## config.mk

```make
export PLATFORM = sky130hd
export DESIGN_NAME = hazard_scoreboard_flat
export DESIGN_NICKNAME = d
export VERILOG_FILES = /design/src/rtl/hazard_scoreboard_if.sv /design/src/rtl/hazard_scoreboard.sv /design/src/flat_wrapper.sv
export SDC_FILE = /design/constraint.sdc
export NUM_CORES = 1
export LEC_CHECK = 0
export CAP_MARGIN = 30
export CORE_ASPECT_RATIO = 0.75
export CORE_MARGIN = 5
export CORE_UTILIZATION = 49
export CTS_CLUSTER_SIZE = 14
export DETAILED_ROUTE_END_ITERATION = 8
export GPL_TIMING_DRIVEN = 0
export HOLD_SLACK_MARGIN = 0.06
export MAX_ROUTING_LAYER = met4
export PLACE_DENSITY = 0.85
export RECOVER_POWER = 100
export SYNTH_ARGS = -nofsm -noshare
export SYNTH_HDL_FRONTEND = slang
export SYNTH_SLANG_ARGS = --single-unit
```

## constraint.sdc

```tcl
create_clock -name clk -period 6.1 [get_ports clk]
set_clock_uncertainty 0.2 [all_clocks]
set_input_delay 1.22 -clock clk [delete_from_list [all_inputs] [get_ports clk]]
set_output_delay 1.22 -clock clk [all_outputs]
set_load 0.05 [all_outputs]
```

## src/rtl/hazard_scoreboard_if.sv

```systemverilog
// Decode/execute hazard signals shared between the pipeline control and the load-use scoreboard.
interface hazard_scoreboard_if #(
    parameter int REGW   = 5,
    parameter int PERF_W = 32
);
    logic [REGW-1:0]   IFrs1;
    logic [REGW-1:0]   IFrs2;
    logic              IFuseRs1;
    logic              IFuseRs2;
    logic [REGW-1:0]   IDrd;
    logic              IDmemRead;
    logic              IDvalid;
    logic              mem_ready;
    logic              flush;
    logic              stall;
    logic              freeze;
    logic              busy_any;
    logic [PERF_W-1:0] stall_count;

    modport master (
        output IFrs1, IFrs2, IFuseRs1, IFuseRs2, IDrd, IDmemRead, IDvalid, mem_ready, flush,
        input  stall, freeze, busy_any, stall_count
    );

    modport slave (
        input  IFrs1, IFrs2, IFuseRs1, IFuseRs2, IDrd, IDmemRead, IDvalid, mem_ready, flush,
        output stall, freeze, busy_any, stall_count
    );
endinterface

```

## src/rtl/hazard_scoreboard.sv

```systemverilog
// Load-use interlock with a per-register countdown of in-flight loads, memory freeze,
// flush masking and a saturating stall-cycle counter.
module hazard_scoreboard #(
    parameter int REGW     = 5,
    parameter int NREG     = 32,
    parameter int LOAD_LAT = 1,
    parameter int PERF_W   = 32
) (
    input  logic             clk,
    input  logic             rst,
    hazard_scoreboard_if.slave hz
);
    // With LOAD_LAT = 1 every count is reloaded with 0, so the array is effectively constant.
    localparam int CW = (LOAD_LAT > 1) ? $clog2(LOAD_LAT) : 1;
    localparam logic [CW-1:0] RELOAD = CW'(LOAD_LAT - 1);

    logic [CW-1:0]     cnt_q [NREG];
    logic [CW-1:0]     cnt_d [NREG];
    logic [PERF_W-1:0] stall_count_q;
    logic [PERF_W-1:0] stall_count_d;
    logic              hit_id_s;
    logic              hit_sb_s;
    logic              stall_s;
    logic              freeze_s;
    logic              issue_s;
    logic              busy_s;

    // Hazard detection against the ID/EX load and against older loads still in flight.
    always_comb begin
        issue_s  = hz.IDvalid && hz.IDmemRead && (hz.IDrd != '0);
        hit_id_s = issue_s && ((hz.IFuseRs1 && (hz.IDrd == hz.IFrs1)) ||
                               (hz.IFuseRs2 && (hz.IDrd == hz.IFrs2)));
        hit_sb_s = (hz.IFuseRs1 && (hz.IFrs1 != '0) && (cnt_q[hz.IFrs1] != '0)) ||
                   (hz.IFuseRs2 && (hz.IFrs2 != '0) && (cnt_q[hz.IFrs2] != '0));
        freeze_s = !hz.mem_ready;
        stall_s  = (hit_id_s || hit_sb_s) && !hz.flush && !rst;
    end

    // Scoreboard next state: a new load to a register overrides its countdown.
    always_comb begin
        busy_s   = 1'b0;
        cnt_d[0] = '0;
        for (int r = 1; r < NREG; r++) begin
            cnt_d[r] = cnt_q[r];
            if (freeze_s) begin
                cnt_d[r] = cnt_q[r];
            end else if (issue_s && (hz.IDrd == REGW'(r))) begin
                cnt_d[r] = RELOAD;
            end else if (cnt_q[r] != '0) begin
                cnt_d[r] = cnt_q[r] - CW'(1);
            end else begin
                cnt_d[r] = cnt_q[r];
            end
            busy_s = busy_s || (cnt_q[r] != '0);
        end
    end

    // Stall-cycle counter next state, saturating at all-ones.
    always_comb begin
        stall_count_d = stall_count_q;
        if (stall_s && !freeze_s && !(&stall_count_q)) begin
            stall_count_d = stall_count_q + PERF_W'(1);
        end else begin
            stall_count_d = stall_count_q;
        end
    end

    // State registers with synchronous reset.
    always_ff @(posedge clk) begin
        if (rst) begin
            for (int r = 0; r < NREG; r++) begin
                cnt_q[r] <= '0;
            end
            stall_count_q <= '0;
        end else begin
            for (int r = 0; r < NREG; r++) begin
                cnt_q[r] <= cnt_d[r];
            end
            stall_count_q <= stall_count_d;
        end
    end

    assign hz.stall       = stall_s;
    assign hz.freeze      = freeze_s && !rst;
    assign hz.busy_any    = busy_s && !rst;
    assign hz.stall_count = stall_count_q;
endmodule

```

## src/flat_wrapper.sv

```systemverilog
// flat-port wrapper written by rule: the top's interface ports become plain ports
module hazard_scoreboard_flat 
#(
    parameter int REGW     = 5,
    parameter int NREG     = 32,
    parameter int LOAD_LAT = 1,
    parameter int PERF_W   = 32
)
  (clk, rst, hz_IFrs1, hz_IFrs2, hz_IFuseRs1, hz_IFuseRs2, hz_IDrd, hz_IDmemRead, hz_IDvalid, hz_mem_ready, hz_flush, hz_stall, hz_freeze, hz_busy_any, hz_stall_count);
  hazard_scoreboard_if #(.REGW(REGW), .PERF_W(PERF_W)) hz_i ();
  input  logic clk;
  input  logic rst;
  input wire logic [$bits(hz_i.IFrs1)-1:0] hz_IFrs1;
  input wire logic [$bits(hz_i.IFrs2)-1:0] hz_IFrs2;
  input wire logic [$bits(hz_i.IFuseRs1)-1:0] hz_IFuseRs1;
  input wire logic [$bits(hz_i.IFuseRs2)-1:0] hz_IFuseRs2;
  input wire logic [$bits(hz_i.IDrd)-1:0] hz_IDrd;
  input wire logic [$bits(hz_i.IDmemRead)-1:0] hz_IDmemRead;
  input wire logic [$bits(hz_i.IDvalid)-1:0] hz_IDvalid;
  input wire logic [$bits(hz_i.mem_ready)-1:0] hz_mem_ready;
  input wire logic [$bits(hz_i.flush)-1:0] hz_flush;
  output wire logic [$bits(hz_i.stall)-1:0] hz_stall;
  output wire logic [$bits(hz_i.freeze)-1:0] hz_freeze;
  output wire logic [$bits(hz_i.busy_any)-1:0] hz_busy_any;
  output wire logic [$bits(hz_i.stall_count)-1:0] hz_stall_count;
  assign hz_i.IFrs1 = hz_IFrs1;
  assign hz_i.IFrs2 = hz_IFrs2;
  assign hz_i.IFuseRs1 = hz_IFuseRs1;
  assign hz_i.IFuseRs2 = hz_IFuseRs2;
  assign hz_i.IDrd = hz_IDrd;
  assign hz_i.IDmemRead = hz_IDmemRead;
  assign hz_i.IDvalid = hz_IDvalid;
  assign hz_i.mem_ready = hz_mem_ready;
  assign hz_i.flush = hz_flush;
  assign hz_stall = hz_i.stall;
  assign hz_freeze = hz_i.freeze;
  assign hz_busy_any = hz_i.busy_any;
  assign hz_stall_count = hz_i.stall_count;
  hazard_scoreboard #(.REGW(REGW), .NREG(NREG), .LOAD_LAT(LOAD_LAT), .PERF_W(PERF_W)) u_core (.clk(clk), .rst(rst), .hz(hz_i));
endmodule
```

==> results of run 1 <==
cells in the final DEF (no fill, tap or decap), types with 4 or more instances in the layout:
cell,instances
dlygate4sd3_1,35
nand2_1,17
o21ai_0,13
nand4_1,18
nand3_1,11
or3_1,11
and3_1,4
dfxtp_1,32
xor2_1,11
a21oi_1,13
nor2_1,23
clkbuf_1,6
xnor2_1,11
or4_1,5
clkdlybuf4s50_1,21
clkbuf_8,5
worst paths after layout:
path                                                from                                      to  cells after the start  slack (ps)
hold reg to reg   u_core.hz.stall_count[14]$_SDFFE_PP0P_  u_core.hz.stall_count[14]$_SDFFE_PP0P_                      2         310
setup / recovery                              hz_IDrd[1]                                hz_stall                      7         670
setup reg to reg   u_core.hz.stall_count[0]$_SDFFE_PP0P_  u_core.hz.stall_count[22]$_SDFFE_PP0P_                      8        3120
hold / removal    u_core.hz.stall_count[14]$_SDFFE_PP0P_  u_core.hz.stall_count[14]$_SDFFE_PP0P_                      2         310
critical path: stages:
cell           delay, ps
dlygate4sd3_1        610
xnor2_1              180
nand4_1              100
o22ai_1              390
clkbuf_1             420
nor2b_1              190
dlygate4sd3_1        890
per-layer routing:
layer | part of all wire [%] | vias up
met5 | 0 | -
met4 | 1.1 | 0
met3 | 7.6 | 9
met2 | 44 | 81
met1 | 47 | 858
li1 | - | 898
power by group through the flow:
stage / logic (mW) / clock network, mW / registers, mW
final: 0.0354 / 0.151 / 0.209
after global placement: 0.0352 / 0 / 0.214
after floorplan: 0.0151 / 0 / 0.214
after global routing: 0.0377 / 0.162 / 0.209
after CTS: 0.0359 / 0.151 / 0.209
after detailed placement: 0.0359 / 0 / 0.214
cell families (layout without fill, tap and decap cells):
logic type | count (synthesis) | after routing | share of synthesized area, %
and+or+nand+nor | 105 | 105 | 34.6
AOI/OAI and AO/OA | 38 | 38 | 12.8
DFF | 32 | 32 | 37.1
xor gates and xnor gates | 22 | 22 | 11.2
buffers and inverters | 9 | 72 | 2.25
muxes | 2 | 2 | 1.23
adders and majority gates | 1 | 1 | 0.725
other | 1 | 1 | 0.217
synthesized netlist by cell type (4+ instances only):
cell	count
dfxtp_1	32
nor2_1	23
nand4_1	18
nand2_1	17
a21oi_1	13
o21ai_0	13
nand3_1	11
or3_1	11
xnor2_1	11
xor2_1	11
or4_1	5
and3_1	4
metrics by stage:
| stage | setup slack (ps) | utilization, % | hold WS, ps | area (µm²) | std cells |
|---|---|---|---|---|---|
| after floorplan | 1900 | - | 493 | 1730 | 210 |
| after global placement | 870 | 70.1 | 291 | 2340 | 306 |
| after detailed placement | 871 | 70.1 | 300 | 2340 | 306 |
| after CTS | 844 | 72.4 | 319 | 2410 | 313 |
| after global routing | 503 | 72.4 | 336 | 2410 | 313 |
| final | 674 | 72.4 | 315 | 2410 | 313 |
cell type report:
class                      count  area, µm²  share of cell area, %
multi-input combinational    169       1050                   43.4
sequential                    32        641                   26.5
timing repair buffer          56        561                   23.2
clock buffer                   6       72.6                   3.01
tap                           40       50.0                   2.07
buffer                         6       26.3                   1.09
inverter                       3       11.3                  0.467
clock inverter                 1       5.00                  0.207
==> results by group, run 1 <==
CTS
  • Post-CTS Setup Inserts: 0
  • TritonCTS Buffers: 5
  • Worst skew pair latency: 280 ps
  • Htree depth: 2
  • Clk pin slew, worst setup/hold paths: 60 ps
  • CTS-repair resized insts: 0
  • CTS sink count: 32
  • CTS root buf: clkbuf_8
  • CTS tree: yes
  • Clock Path Buffers: 2
  • Hold Buf Count CTS: 0

Timing
  • Endpoints failing hold: 0
  • Final period utilization: 89.0%
  • Max_slew headroom: 50.2%
  • Worst-Margin Slew: 737 ps
  • Unrepaired setup endpoints after global routing: no
  • Fin crit period: 5430 ps
  • Slew Viols, Final: 0
  • Fmax achieved: 0.184 GHz
  • Setup TNS: 0 ps
  • Final setup viols: 0

Synthesis
  • Most area-hungry cell type in the Yosys netlist: dfxtp_1
  • Register bit total from synthesis: 32
  • Synth warn: 0
  • Mapped Cells: 210
  • Synth Flop Type: dfxtp_1
  • Top cells by area, synth: dfxtp_1 (37%), nand4_1 (6.5%), xnor2_1 (5.6%)
  • Synth unique cells: 41
  • Share of Yosys cell area claimed by the top area cell type: 37.1%
  • Register area share after synthesis: 37.1%
  • Syn_nets: 234
  • EDFF count, synth: 0
  • Syn_area_per_cell: 8.22 µm²
  • FFs w/ async S/R, synth: 0%
  • Mapped cell area: 0.00173 mm²

Finish
  • Layout cell share with drive strength beyond 1: 4.40%
  • Ant. Diodes: 0
  • Max reg flops: 32
  • Syn-to-layout area delta: 39.8%
  • FILL cells: 264
  • Final net count: 297

Setup path
  • CP Launch Type: input pin
  • Setup CP Type: input pin to output port
  • Worst setup EP type: output port
  • Crit path DAT: 4010 ps
  • Crit path required time: 4680 ps
  • CP max FO: 10

Global routing
  • Largest net degree at the start of global routing: 11
  • Vias in the first global route: 1639
  • Met3 usage: 4.68%
  • Most crowded layer after global routing: met2
  • First-pass GRT wire length: 7670 µm
  • Initial antenna violation count: 0
  • GRT overflow: 0
  • Met1 GRT Util: 27.2%
  • Met2 GRT Util: 33.1%
  • GRT Overall Usage: 21.0%

Power
  • Logic pwr share: 9.0%
  • Reg power frac: 52.9%
  • Pwr Density: 164 mW/mm²
  • Leakage power: 0.904 nW
  • Power share of the clock group: 38.2%
  • Sw frac: 22.6%
  • Sw Pwr: 0.0894 mW
  • Power, Total: 0.395 mW
  • Worst VDD drop: 0.0000922 V
  • Internal: 0.306 mW

Worst hold path
  • Worst hold-check path type: flop to flop

Drt
  • Initial drt markers: 186
  • Total wire length: 4750 µm
  • DR vias: 1846
  • # DRC: 0
  • DRT Pass-1 Iters: 4
  • Routed WL per cell: 15.2 µm
  • Vias/cell: 5.90
  • Number of routed nets with antenna violations: 0

Die
  • Die Span X: 78.5 µm
  • Initial core utilization: 51.8%
  • Ports: 58
  • Core ar.: 0.00333 mm²
  • Site Rows: 18
  • Die height: 61.4 µm
  • Die ar.: 0.00482 mm²

Placed design
  • RePlAce Congestion: 0.857
  • PortBufs: 56
  • Post-DP HPWL: 3540 µm

Outcome
  • Status: completed

Job
  • Number of max-cap violations: 0
No activity file was read; power rests on OpenSTA's default activity.
==> run 2: changes to the inputs <==
CORE_UTILIZATION = 40   (was 49)
PLACE_DENSITY = 0.72   (was 0.85)
TNS_END_PERCENT = 10   (was default)
==> run 2 against run 1 <==
Net effect: wire length down 3.2%; count of clock-buffer cells in the layout did not move; critical endpoint unchanged; final cell count increased by 4.8%; sequential share of layout area shrank 0.20 points.
==> results by group, run 2 (synthesized netlist as in run 1, its figures left out) <==
Outcome
  • Status: completed

Job
  • Number of max-cap violations: 0 (unchanged)

Die
  • Ports: 58 (unchanged)
  • Initial core utilization: 42.1% (-9.7 points)
  • Die Span X: 85.9 µm (+9.3%)
  • Site Rows: 20 (+2)
  • Die ar.: 0.00574 mm² (+19%)
  • Core ar.: 0.00410 mm² (+23%)
  • Die height: 66.9 µm (+8.9%)

CTS
  • Clk pin slew, worst setup/hold paths: 70 ps (about the same)
  • Clock Path Buffers: 2 (unchanged)
  • CTS sink count: 32 (unchanged)
  • Hold Buf Count CTS: 0 (unchanged)
  • Htree depth: 2 (unchanged)
  • CTS tree: yes
  • CTS root buf: clkbuf_8
  • Post-CTS Setup Inserts: 0 (unchanged)
  • Worst skew pair latency: 280 ps (about the same)
  • CTS-repair resized insts: 0 (unchanged)
  • TritonCTS Buffers: 5 (unchanged)

Setup path
  • Reg2Reg Depth: 7 (-1)
  • CP Launch Type: input pin
  • Setup CP Type: input pin to output port
  • CP max FO: 10 (unchanged)
  • Crit path required time: 4680 ps (about the same)
  • Crit path DAT: 4000 ps (about the same)
  • Worst setup EP type: output port

Global routing
  • Largest net degree at the start of global routing: 11 (unchanged)
  • First-pass GRT wire length: 7570 µm (-1.3%)
  • Vias in the first global route: 1623 (-0.98%)
  • GRT overflow: 0 (unchanged)
  • Initial antenna violation count: 0 (unchanged)
  • GRT Overall Usage: 17.0% (-4.1 points)

Timing
  • Fin crit period: 5420 ps (-1.73 ps)
  • Max_slew headroom: 58.9% (+8.7 points)
  • Endpoints failing hold: 0 (unchanged)
  • Setup WS post-layout: 675 ps (+1.73 ps)
  • Fmax achieved: 0.184 GHz (about the same)
  • Slew Viols, Final: 0 (unchanged)
  • Worst-Margin Slew: 609 ps (-128 ps)
  • Final setup viols: 0 (unchanged)
  • Final period utilization: 88.9% (about the same)
  • Setup TNS: 0 ps (unchanged)
  • Unrepaired setup endpoints after global routing: no

Placed design
  • Post-DP HPWL: 3490 µm (-1.5%)
  • DP Cell Count: 321 (+4.9%)
  • RePlAce Congestion: 0.784 (-8.5%)
  • Post-place instance area: 0.00236 mm² (+0.80%)
  • DP Worst Slack: 830 ps (-41.0 ps)
  • PortBufs: 56 (unchanged)

Drt
  • Routed WL per cell: 14.0 µm (-7.7%)
  • Initial drt markers: 146 (-22%)
  • Total wire length: 4600 µm (-3.2%)
  • Vias/cell: 5.52 (-6.5%)
  • DRT Pass-1 Iters: 4 (unchanged)
  • DR vias: 1809 (-2.0%)
  • # DRC: 0 (unchanged)
  • Number of routed nets with antenna violations: 0 (unchanged)

Power
  • Logic pwr share: 8.9% (about the same)
  • Internal: 0.306 mW (about the same)
  • Sw Pwr: 0.0901 mW (+0.86%)
  • Pwr Density: 163 mW/mm² (-0.58%)
  • Sw frac: 22.8% (+0.15 points)
  • Reg power frac: 52.8% (about the same)
  • Leakage power: 0.904 nW (unchanged)
  • Power share of the clock group: 38.3% (about the same)
  • Worst VDD drop: 0.0000834 V (-9.5%)

Finish
  • Most common cell after layout, fill and taps aside: dlygate4sd3_1
  • Layout cell share with drive strength beyond 1: 4.40% (unchanged)
  • Syn-to-layout area delta: 40.9%
  • Ant. Diodes: 0 (unchanged)
  • Cell area after layout: 0.00243 mm² (+0.78%)
  • Commonest non-fill, non-tap cells in the layout: dlygate4sd3_1 (35), dfxtp_1 (32), nor2_1 (23), clkdlybuf4s50_1 (21), nand4_1 (18)
  • Final core utilization: 59.3% (-13 points)
  • Non-filler cells, final: 328 (+4.8%)
  • Final net count: 297 (unchanged)
  • Max reg flops: 32 (unchanged)

Worst hold path
  • Worst hold-check path type: flop to flop
  • Hold Crit Depth: 2 (unchanged)
## run 2: cell counts in the layout (fill, tap and decap cells not counted)
Identical to the previous run, type by type.
## run 2: worst paths after layout
kind	start	end	slack (ps)
setup / recovery	hz_IDrd[1]	hz_stall	680
hold / removal	u_core.hz.stall_count[14]$_SDFFE_PP0P_	u_core.hz.stall_count[14]$_SDFFE_PP0P_	310
setup reg to reg	u_core.hz.stall_count[4]$_SDFFE_PP0P_	u_core.hz.stall_count[22]$_SDFFE_PP0P_	3170
hold reg to reg	u_core.hz.stall_count[14]$_SDFFE_PP0P_	u_core.hz.stall_count[14]$_SDFFE_PP0P_	310
## run 2: power by group through the flow
stage	combinational, mW	sequential, mW	clock (mW)
global placement	0.0354	0.214	0
finish	0.0353	0.209	0.152
global route	0.0380	0.209	0.165
floorplan	0.0151	0.214	0
CTS	0.0359	0.209	0.155
detailed placement	0.0358	0.214	0
## run 2: layer usage
metal  up-vias  part of all wire (%)  GRT usage, %
met5         -                     0             -
met3         9                   8.6          4.45
met4         0                   1.7          5.73
li1        897                     -             -
met1       820                    50          23.4
met2        83                    40          23.9
## run 2: worst max-delay path: stages
cell and delay (ps):
dlygate4sd3_1 610, xnor2_1 190, nand4_1 110, o22ai_1 390
clkbuf_1 420, nor2b_1 170, dlygate4sd3_1 890
## run 2: layout make-up
type                       count  area, µm²
fill                         375       1670
multi-input combinational    169       1050
sequential                    32        641
timing repair buffer          56        561
clock buffer                   6       72.6
tap                           55       68.8
buffer                         6       26.3
inverter                       3       11.3
clock inverter                 1       5.00
## run 2: metrics by stage
stage	power (mW)	hold slack, ps
after floorplan	0.229	493
after global placement	0.249	286
after detailed placement	0.249	299
after CTS	0.400	309
after global routing	0.411	336
final	0.396	305
==> run 3: changes to the inputs <==
ABC_AREA = 1   (was default)
CTS_BUF_LIST = sky130_fd_sc_hd__clkbuf_4   (was default)
PLACE_DENSITY = 0.66   (was 0.72)
==> run 3 against run 2 <==
Net effect: synthesized area is 43% higher; final cell count is 66% higher; clock power is 13% higher; combinational power is 6.5% higher; setup slack better by 780 ps; critical path type unchanged.
==> results by group, run 3 <==
Outcome
  • Status: completed

Global routing
  • Initial antenna violation count: 0 (unchanged)
  • First-pass GRT wire length: 11700 µm (+55%)
  • GRT overflow: 0 (unchanged)
  • GRT Overall Usage: 18.9% (+1.9 points)
  • Vias in the first global route: 2348 (+45%)
  • Largest net degree at the start of global routing: 11 (unchanged)

Finish
  • Multi-input gate area: 0.00155 mm² (+48%)
  • Most common cell after layout, fill and taps aside: nand2_1
  • Ant. Diodes: 0 (unchanged)
  • FILL cells: 636 (+70%)
  • Syn-to-layout area delta: 26.0%
  • Commonest non-fill, non-tap cells in the layout: nand2_1 (180), nor2_1 (54), dlygate4sd3_1 (34), dfxtp_1 (32), inv_1 (29)
  • Max reg flops: 32 (unchanged)
  • Final core utilization: 52.6% (-6.7 points)
  • Seq. cell area: 641 µm² (unchanged)
  • Layout cell share with drive strength beyond 1: 9.42% (+5.0 points)
  • Final net count: 490 (+65%)

Timing
  • Slew Viols, Final: 0 (unchanged)
  • Fmax achieved: 0.215 GHz (+17%)
  • Fin crit period: 4640 ps (-780 ps)
  • Final setup viols: 0 (unchanged)
  • Unrepaired setup endpoints after global routing: no
  • Setup TNS: 0 ps (unchanged)
  • Final period utilization: 76.1% (-13 points)
  • Endpoints failing hold: 0 (unchanged)
  • Worst-Margin Slew: 719 ps (+111 ps)
  • Max_slew headroom: 52.1% (-6.8 points)

Job
  • Number of max-cap violations: 0 (unchanged)

Synthesis
  • Mapped cell area: 0.00247 mm² (+43%)
  • Synth warn: 0 (unchanged)
  • Most instantiated cells after synthesis: nand2_1 (179), nor2_1 (53), dfxtp_1 (32), a21oi_2 (30), inv_1 (28)
  • Top cells by area, synth: nand2_1 (27%), dfxtp_1 (26%), a21oi_2 (11%)
  • Mapped Cells: 404 (+92%)
  • Top-count cell post-synth: nand2_1
  • Most area-hungry cell type in the Yosys netlist: nand2_1
  • Synth unique cells: 28 (-32%)
  • EDFF count, synth: 0 (unchanged)
  • Synth Flop Type: dfxtp_1
  • Register area share after synthesis: 26.0% (-11 points)
  • Syn_area_per_cell: 6.11 µm² (-26%)
  • FFs w/ async S/R, synth: 0% (unchanged)
  • Syn_nets: 428 (+83%)
  • Register bit total from synthesis: 32 (unchanged)
  • Share of Yosys cell area claimed by the top area cell type: 27.2% (-9.9 points)

Setup path
  • Crit-path cells: dlygate4sd3_1, inv_1, nand2_1, nand2_1, nor2_1, nand3_1, a21oi_1, dlygate4sd3_1
  • Worst setup EP type: output port
  • Worst Path Buf+Inv: 3 (unchanged)
  • Crit path DAT: 3220 ps (-780 ps)
  • CP max-delay cell: dlygate4sd3_1
  • Setup CP Type: input pin to output port
  • CP max FO: 3 (-7)
  • CP Launch Type: input pin
  • Crit path required time: 4680 ps (about the same)
  • Crit-path leading delay family: buffers and inverters
  • Critical Path Max Stage Delay: 890 ps (about the same)

Worst hold path
  • Worst hold-check path type: flop to flop

Die
  • Initial core utilization: 41.7% (-0.36 points)
  • Site Rows: 24 (+20%)
  • Core ar.: 0.00592 mm² (+44%)
  • Ports: 58 (unchanged)
  • Die height: 78.0 µm (+17%)
  • Die ar.: 0.00786 mm² (+37%)
  • Die Span X: 101 µm (+17%)

CTS
  • TritonCTS Buffers: 5 (unchanged)
  • CTS sink count: 32 (unchanged)
  • CTS tree: yes
  • CTS root buf: clkbuf_4
  • Worst skew pair latency: 340 ps (+60 ps)
  • Clk pin slew, worst setup/hold paths: 120 ps (+50 ps)
  • Post-CTS Setup Inserts: 0 (unchanged)
  • Htree depth: 2 (unchanged)
  • CTS-repair resized insts: 0 (unchanged)
  • Clock Path Buffers: 2 (unchanged)
  • Hold Buf Count CTS: 0 (unchanged)

Placed design
  • RePlAce Congestion: 0.942 (+20%)
  • Post-DP HPWL: 5650 µm (+62%)
  • PortBufs: 55 (-1.8%)

Drt
  • # DRC: 0 (unchanged)
  • DRT Pass-1 Iters: 5 (+1)
  • Number of routed nets with antenna violations: 0 (unchanged)
  • DR vias: 2641 (+46%)
  • Vias/cell: 4.85 (-12%)
  • Total wire length: 7120 µm (+55%)
  • Routed WL per cell: 13.1 µm (-6.8%)
  • Initial drt markers: 140 (-4.1%)

Power
  • Worst VDD drop: 0.0000753 V (-9.7%)
  • Pwr Density: 135 mW/mm² (-17%)
  • Leakage power: 1.25 nW (+38%)
## run 3: cell count changes in the layout (fill, tap and decap cells not counted), sizes merged, moves of 11 or more
cell,before,now
nand2,17,183
a21oi,13,31
inv,3,33
o21ai,13,1
nor2,23,60
or3,11,0
nand4,19,4
## run 3: worst register-to-register path, cell delays in order (launching register included)
cell	delay [ps]
dfxtp_1	510
ha_1	290
inv_2	90
nor2_4	180
nand2_4	90
nor2_2	130
nand3_1	100
nor2_2	90
nor2_1	70
clkbuf_1	260
nand2_1	120
a21oi_1	70
## run 3: logic make-up (layout without fill, tap and decap cells)
| group | count (synthesis) | after routing | share of synthesized area (%) |
|---|---|---|---|
| DFF | 32 | 32 | 26.0 |
| and+or+nand+nor | 278 | 278 | 48.0 |
| adders and majority gates | 1 | 1 | 0.507 |
| xor gates and xnor gates | 16 | 16 | 5.68 |
| buffers and inverters | 44 | 107 | 8.67 |
| AOI/OAI and AO/OA | 32 | 32 | 11.1 |
| other | 1 | 1 | 0.152 |
## run 3: path summary, 6_finish.rpt
kind | startpoint | end | slack (ps) | cells past startpoint
worst min-delay path | u_core.hz.stall_count[8]$_SDFFE_PP0P_ | u_core.hz.stall_count[8]$_SDFFE_PP0P_ | 320 | 2
worst max-delay path | hz_IDrd[2] | hz_stall | 1460 | 8
worst min register to register | u_core.hz.stall_count[8]$_SDFFE_PP0P_ | u_core.hz.stall_count[8]$_SDFFE_PP0P_ | 320 | 2
worst max register to register | u_core.hz.stall_count[0]$_SDFFE_PP0P_ | u_core.hz.stall_count[28]$_SDFFE_PP0P_ | 3770 | 11
## run 3: per-stage QoR
step / hold slack [ps] / setup WS (ps) / total power [mW] / instance area, µm² / instances
6_report: 319 / 1460 / 0.418 / 3110 / 545
5_1_grt: 349 / 1280 / 0.431 / 3110 / 545
2_1_floorplan: 526 / 2310 / 0.232 / 2470 / 404
4_1_cts: 324 / 1560 / 0.421 / 3200 / 545
3_3_place_gp: 301 / 1570 / 0.252 / 3120 / 537
3_5_place_dp: 304 / 1570 / 0.253 / 3120 / 537
## run 3: layout make-up
class,instances,area share [%]
Buffer,11,2.17
Clock buffer,6,1.45
Clock inverter,2,1.13
Inverter,33,3.98
Multi-Input combinational cell,328,49.8
Sequential cell,32,20.6
Tap cell,78,3.14
Timing Repair Buffer,55,17.7
## run 3: metal layers
metal	global-route usage, %	routed length, µm	vias up
li1	-	-	1377
met1	28.3	3760	1182
met2	26.7	2870	76
met3	3.72	454	6
met4	2.42	34	0
met5	-	0	-
## run 3: where the power goes
group | switching [mW] | internal (mW)
Clock | 0.0814 | 0.0904
Combinational | 0.0197 | 0.0179
Sequential | 0.0000401 | 0.209
